<file path="config.mk">
export PLATFORM = sky130hd
export DESIGN_NAME = fmul_pipe_flat
export DESIGN_NICKNAME = d
export VERILOG_FILES = /design/src/rtl/fp_pkg.sv /design/src/rtl/fmul_pipe_if.sv /design/src/rtl/fp_round_pack.sv /design/src/rtl/fmul_pipe.sv /design/src/flat_wrapper.sv
export SDC_FILE = /design/constraint.sdc
export NUM_CORES = 2
export LEC_CHECK = 0
export ABC_AREA = 1
export CAP_MARGIN = 15
export CORE_MARGIN = 1
export CORE_UTILIZATION = 50
export DETAILED_ROUTE_END_ITERATION = 7
export GPL_ROUTABILITY_DRIVEN = 1
export PLACE_DENSITY_LB_ADDON = 0.05
export SLEW_MARGIN = 40
export SYNTH_ARGS = -nofsm -noshare
export SYNTH_HDL_FRONTEND = slang
export SYNTH_SLANG_ARGS = --single-unit
</file>
<file path="constraint.sdc">
create_clock -name clk -period 7 [get_ports clk]
set_input_delay 0.7 -clock clk [delete_from_list [all_inputs] [get_ports clk]]
set_output_delay 0.7 -clock clk [all_outputs]
set_load 0.05 [all_outputs]
</file>
<file path="src/rtl/fp_pkg.sv">
// fp_pkg: shared IEEE-754 field geometry, operand classes and exception flags
package fp_pkg;
  typedef enum logic [2:0] {ZERO, NORMAL, INF, QNAN, SNAN} fp_class_e;
  typedef struct packed {
    logic invalid;
    logic overflow;
    logic underflow;
    logic inexact;
  } fp_flags_t;
  function automatic int exp_w(input int n);
    return n == 64 ? 11 : 8;
  endfunction
  function automatic int man_w(input int n);
    return n == 64 ? 52 : 23;
  endfunction
  function automatic int bias(input int n);
    return (1 << (exp_w(n) - 1)) - 1;
  endfunction
  // canonical quiet NaN: exponent all ones plus fraction MSB, sign 0
  function automatic logic [63:0] qnan(input int n);
    logic [63:0] q;
    q = '0;
    for (int i = man_w(n) - 1; i < n - 1; i++) q[i] = 1'b1;
    return q;
  endfunction
endpackage

</file>
<file path="src/rtl/fmul_pipe_if.sv">
// fmul_pipe_if: operand/result valid-ready channels of the FP multiplier
interface fmul_pipe_if
  import fp_pkg::*;
#(
  parameter int N = 32
);
  logic in_valid, in_ready, out_valid, out_ready;
  logic [N-1:0] a, b, out;
  fp_flags_t flags;
  modport master(output in_valid, a, b, out_ready, input in_ready, out_valid, out, flags);
  modport slave(input in_valid, a, b, out_ready, output in_ready, out_valid, out, flags);
endinterface

</file>
<file path="src/rtl/fp_round_pack.sv">
// fp_round_pack: normalise, round-to-nearest-even, saturate and pack a raw significand product
module fp_round_pack
  import fp_pkg::*;
#(
  parameter int N = 32
) (
  input  logic                     sign,
  input  logic [exp_w(N)+1:0]      expo,
  input  logic [2*man_w(N)+1:0]    prod,
  input  logic                     byp,
  input  logic [N-1:0]             byp_res,
  input  logic                     byp_inv,
  output logic [N-1:0]             res,
  output fp_flags_t                flags
);
  localparam int EXP_W = exp_w(N);
  localparam int MAN_W = man_w(N);
  localparam logic [EXP_W+1:0] EMAX = (EXP_W + 2)'((1 << EXP_W) - 1);
  logic [2*MAN_W:0] norm;
  logic [MAN_W:0] mr;
  logic [EXP_W+1:0] en, er;
  logic guard, sticky, up, uf, of;
  // exponents are two's complement in EXP_W+2 bits; the top bit is the sign
  always_comb begin
    norm = prod[2*MAN_W+1] ? prod[2*MAN_W:0] : {prod[2*MAN_W-1:0], 1'b0};
    en = expo + {{(EXP_W + 1){1'b0}}, prod[2*MAN_W+1]};
    guard = norm[MAN_W];
    sticky = |norm[MAN_W-1:0];
    up = guard && (sticky || norm[MAN_W+1]);
    mr = {1'b0, norm[2*MAN_W:MAN_W+1]} + {{MAN_W{1'b0}}, up};
    er = en + {{(EXP_W + 1){1'b0}}, mr[MAN_W]};
    uf = en[EXP_W+1] || en == '0;
    of = !er[EXP_W+1] && er >= EMAX;
    res = byp ? byp_res
        : uf ? {sign, {(N - 1){1'b0}}}
        : of ? {sign, {EXP_W{1'b1}}, {MAN_W{1'b0}}}
        : {sign, er[EXP_W-1:0], mr[MAN_W-1:0]};
    flags = byp ? {byp_inv, 3'b000} : {1'b0, of && !uf, uf, uf || of || guard || sticky};
  end
endmodule

</file>
<file path="src/rtl/fmul_pipe.sv">
// fmul_pipe: 3-stage IEEE-754 binary32/64 multiplier (DAZ/FTZ, RNE) with valid/ready flow control
module fmul_pipe
  import fp_pkg::*;
#(
  parameter int N = 32
) (
  input logic        clk,
  input logic        rst,
  fmul_pipe_if.slave io
);
  localparam int EXP_W = exp_w(N);
  localparam int MAN_W = man_w(N);
  localparam int PW = 2 * MAN_W + 2;
  localparam logic [EXP_W+1:0] BIAS = (EXP_W + 2)'(bias(N));
  localparam logic [N-1:0] QNAN_BITS = N'(qnan(N));
  if (N != 32 && N != 64) begin : g_bad_n
    $error("fmul_pipe: N must be 32 or 64");
  end
  logic [EXP_W-1:0] ea, eb;
  fp_class_e ca, cb;
  logic sgn, nan, inf, zero, byp_d, inv_d, advance;
  logic [N-1:0] res_d, res3;
  fp_flags_t fl3;
  logic v1, v2, s1, s2, b1, b2, i1, i2;
  logic [EXP_W+1:0] e1, e2;
  logic [MAN_W:0] ma1, mb1;
  logic [PW-1:0] p2;
  logic [N-1:0] r1, r2;
  assign ea = io.a[N-2:MAN_W];
  assign eb = io.b[N-2:MAN_W];
  // subnormal inputs classify as zero
  assign ca = ea == '0 ? ZERO : ea != '1 ? NORMAL : io.a[MAN_W-1:0] == '0 ? INF : io.a[MAN_W-1] ? QNAN : SNAN;
  assign cb = eb == '0 ? ZERO : eb != '1 ? NORMAL : io.b[MAN_W-1:0] == '0 ? INF : io.b[MAN_W-1] ? QNAN : SNAN;
  assign sgn = io.a[N-1] ^ io.b[N-1];
  assign nan = ca inside {QNAN, SNAN} || cb inside {QNAN, SNAN};
  assign inf = ca == INF || cb == INF;
  assign zero = ca == ZERO || cb == ZERO;
  assign byp_d = nan || inf || zero;
  assign inv_d = ca == SNAN || cb == SNAN || (inf && zero);
  assign res_d = (nan || (inf && zero)) ? QNAN_BITS
               : inf ? {sgn, {EXP_W{1'b1}}, {MAN_W{1'b0}}}
               : {sgn, {(N - 1){1'b0}}};
  assign advance = !io.out_valid || io.out_ready;
  assign io.in_ready = advance;
  always_ff @(posedge clk or negedge rst)
    if (!rst) begin
      v1 <= 1'b0;
      v2 <= 1'b0;
      io.out_valid <= 1'b0;
      io.out <= '0;
      io.flags <= '0;
    end else if (advance) begin
      v1 <= io.in_valid;
      v2 <= v1;
      io.out_valid <= v2;
      io.out <= res3;
      io.flags <= fl3;
    end
  // datapath registers carry no reset; the valid bits qualify them
  always_ff @(posedge clk)
    if (advance) begin
      s1 <= sgn;
      e1 <= {2'b00, ea} + {2'b00, eb} - BIAS;
      ma1 <= {1'b1, io.a[MAN_W-1:0]};
      mb1 <= {1'b1, io.b[MAN_W-1:0]};
      b1 <= byp_d;
      i1 <= inv_d;
      r1 <= res_d;
      s2 <= s1;
      e2 <= e1;
      p2 <= ma1 * mb1;
      b2 <= b1;
      i2 <= i1;
      r2 <= r1;
    end
  fp_round_pack #(.N(N)) u_round_pack (
    .sign(s2), .expo(e2), .prod(p2), .byp(b2), .byp_res(r2), .byp_inv(i2), .res(res3), .flags(fl3)
  );
endmodule

</file>
<file path="src/flat_wrapper.sv">
// flat-port wrapper written by rule: the top's interface ports become plain ports
module fmul_pipe_flat import fp_pkg::*;
#(
  parameter int N = 32
)
  (clk, rst, io_in_valid, io_a, io_b, io_out_ready, io_in_ready, io_out_valid, io_out, io_flags);
  fmul_pipe_if #(.N(N)) io_i ();
  input logic clk;
  input logic rst;
  input wire logic [$bits(io_i.in_valid)-1:0] io_in_valid;
  input wire logic [$bits(io_i.a)-1:0] io_a;
  input wire logic [$bits(io_i.b)-1:0] io_b;
  input wire logic [$bits(io_i.out_ready)-1:0] io_out_ready;
  output wire logic [$bits(io_i.in_ready)-1:0] io_in_ready;
  output wire logic [$bits(io_i.out_valid)-1:0] io_out_valid;
  output wire logic [$bits(io_i.out)-1:0] io_out;
  output wire logic [$bits(io_i.flags)-1:0] io_flags;
  assign io_i.in_valid = io_in_valid;
  assign io_i.a = io_a;
  assign io_i.b = io_b;
  assign io_i.out_ready = io_out_ready;
  assign io_in_ready = io_i.in_ready;
  assign io_out_valid = io_i.out_valid;
  assign io_out = io_i.out;
  assign io_flags = io_i.flags;
  fmul_pipe #(.N(N)) u_core (.clk(clk), .rst(rst), .io(io_i));
endmodule
</file>
==> flow_summary.json <==
{
  "nets": 4176,
  "die_w_um": 235,
  "synth_flop_cell": "edfxtp_1",
  "ff2ff_path_depth": 20,
  "fin_area_um2": 30800,
  "root_buffer": "clkbuf_16",
  "dr.pass1.iters": 6,
  "antenna_cells": 0,
  "drt_drc_violations_left": 0,
  "fin_worst_skew_ns": 0.0288,
  "path_clk_slew_ns": 0.08,
  "ant_nets": 0,
  "drt-initial-drc-count": 1406,
  "synth_area_um2": 27100,
  "io_pins": 106,
  "num_rows": 84,
  "gp_congestion": 0.932,
  "yosys-top-cells-area": "fa_1 36%, edfxtp_1 14%, inv_1 14%",
  "syn-num-nets": 3999,
  "postSynthAreaPerCell_um2": 8.31,
  "fp.dieArea_um2": 55100,
  "synth_seq_cells": 165,
  "setup_viol": 0,
  "ys_types": 51,
  "crit_fanout": 13,
  "grt_usage": 0.287,
  "vias_per_cell": 5.09,
  "grt_max_degree": 58,
  "hold_viol": 0,
  "reg2reg_to": "u_core.p2[34]$_DFFE_PP_",
  "die_h_um": 235,
  "fin_setup_tns_ns": 0,
  "hold-worst-slack_ns": 0.423,
  "vias": 21100,
  "coreArea_um2": 53100,
  "yosysMostFrequentCell": "inv_1",
  "cts_buffer_depth": 2,
  "io_buffers": 105,
  "dp_hpwl_um": 61400,
  "place_ws_ns": -0.108,
  "hp-class": "register to register",
  "end_kind": "register",
  "ys_async_sr_fraction": 0.236,
  "detail_route.wl_per_cell_um": 18.1,
  "synth_edf_count": 126,
  "maxSlewViolCount": 0,
  "drive_gt1_frac": 0.0745,
  "syn_inst": 3261,
  "netlist_top_cells_count": "978 x inv_1, 774 x nand2_1, 483 x fa_1",
  "min_to": "u_core.e2[4]$_DFFE_PP_",
  "fin_crit_ns": 6.77,
  "rsz0062_at_grt": "false",
  "crit_type": "register to register",
  "gr-total-overflow": 0,
  "initial_core_util": 0.511,
  "clock-sinks": 165,
  "worst_pin_slew_ns": 0.884,
  "cts_made_buffers": 17,
  "holdPathStages": 0,
  "yosysSeqAreaShare": 0.176,
  "crit_required_ns": 7.25,
  "cts_tree": "yes",
  "status": "finished clean",
  "synth_top_area_share": 0.357,
  "r2r_start": "u_core.mb1[19]$_DFFE_PP_",
  "wirelength_um": 75000,
  "grt_pass1_vias": 22200,
  "grt_pass1_wl_um": 121000,
  "cts_max_level": 4,
  "ys_warn_count": 0,
  "min_period_over_period": 0.967,
  "slew_headroom": 0.411,
  "place_area_um2": 29600,
  "synth_top_cell_by_area": "fa_1",
  "worst_slack_ns": 0.232,
  "rrSetupSlack_ns": 0.23,
  "worstHoldStart": "u_core.e1[4]$_DFFE_PP_",
  "start_kind": "register",
  "maxCapViolations": 0,
  "arrival_ns": 7.02,
  "clock_latency_ns": 0.51,
  "max_freq_mhz": 148,
  "antenna_found_initial": 0,
  "area_delta_synth_final_pct": 13.5
}
==> per-layer routing <==
layer | GRT usage | vias up | wire length [um]
met2 | 0.456 | 717 | 34200
met4 | 0.0883 | 0 | 1960
met1 | 0.400 | 10400 | 33700
li1 | - | 9825 | -
met3 | 0.0530 | 90 | 5100
met5 | 0 | - | 0
==> registers in the layout (all words and copies together), names as in the netlist, 3 cells and up <==
| signal | cells |
|---|---|
| u_core.e1 | 10 |
| u_core.io.out | 32 |
| u_core.r2 | 3 |
| u_core.e2 | 10 |
| u_core.r1 | 3 |
| u_core.mb1 | 23 |
| u_core.io.flags | 4 |
| u_core.p2 | 48 |
| u_core.ma1 | 23 |
==> cell usage in the layout (no fill, tap or decap), types with 59 or more instances in the layout <==
master / netlist / layout
inv_1: 978 / 977
nand2_1: 774 / 774
fa_1: 483 / 483
ha_1: 187 / 187
buf_4: 0 / 131
edfxtp_1: 126 / 126
nor2_1: 124 / 123
clkdlybuf4s50_1: 0 / 104
a21oi_1: 78 / 78
o21ai_0: 70 / 70
nand3_1: 59 / 59
==> logic make-up (layout without fill, tap and decap cells) <==
logic type | count (synthesis) | in the layout | share of synthesized area
AOI/OAI and AO/OA | 210 | 210 | 0.0444
muxes | 4 | 4 | 0.00148
DFF | 165 | 165 | 0.176
xor gates and xnor gates | 65 | 65 | 0.0210
adders and majority gates | 670 | 670 | 0.443
and+or+nand+nor | 1059 | 1059 | 0.162
buffers and inverters | 1088 | 1278 | 0.153
==> worst max-delay path by stage <==
stage / from / endpoint / slack [ns] / cells after the start
finish: u_core.mb1[19]$_DFFE_PP_ / u_core.p2[34]$_DFFE_PP_ / 0.23 / 20
global route: u_core.mb1[20]$_DFFE_PP_ / u_core.p2[47]$_DFFE_PP_ / 0.001 / 23
CTS: u_core.mb1[8]$_DFFE_PP_ / u_core.p2[34]$_DFFE_PP_ / 0.002 / 23
detailed placement: u_core.mb1[10]$_DFFE_PP_ / u_core.p2[34]$_DFFE_PP_ / -0.11 / 24
global placement: u_core.mb1[10]$_DFFE_PP_ / u_core.p2[34]$_DFFE_PP_ / -0.09 / 24
floorplan: u_core.ma1[13]$_DFFE_PP_ / u_core.p2[34]$_DFFE_PP_ / 0.76 / 25
==> per-stage QoR <==
stage,utilization,cells
floorplan,-,3261
global placement,0.556,4056
detailed placement,0.558,4059
CTS,0.574,4113
global route,0.579,4139
finish,0.579,4139
==> area by class of cell <==
class	count	area, um2
Clock inverter	15	213
Tap cell	688	861
Multi-Input combinational cell	2008	18200
Inverter	982	3690
Fill cell	4824	22300
Sequential cell	165	4760
Timing Repair Buffer	264	2580
Clock buffer	17	425
==> critical path: stages, from the launching register on <==
cell and delay [ns]:
edfxtp_1 0.93, nand2_1 0.17, fa_1 0.56, inv_1 0.07, fa_1 0.56, fa_1 0.46
fa_1 0.52, fa_1 0.43, fa_1 0.49, inv_1 0.05, fa_1 0.47, inv_1 0.04
ha_1 0.34, a21oi_1 0.20, inv_1 0.06, a31oi_1 0.24, o21ai_0 0.12, or2_2 0.34
a21oi_1 0.21, o21bai_1 0.11, xor2_1 0.14
==> repair_timing <==
action,in CTS,in global routing
hold endpoints to repair,2,0
setup buffers,21,25
resized for setup,0,1
pin swaps,0,0
hold buffers,1,0
endpoints found under the setup margin,2,19
Power is not shown: default switching activity piles up to over one toggle a cycle in this logic, so the estimate is an artifact.
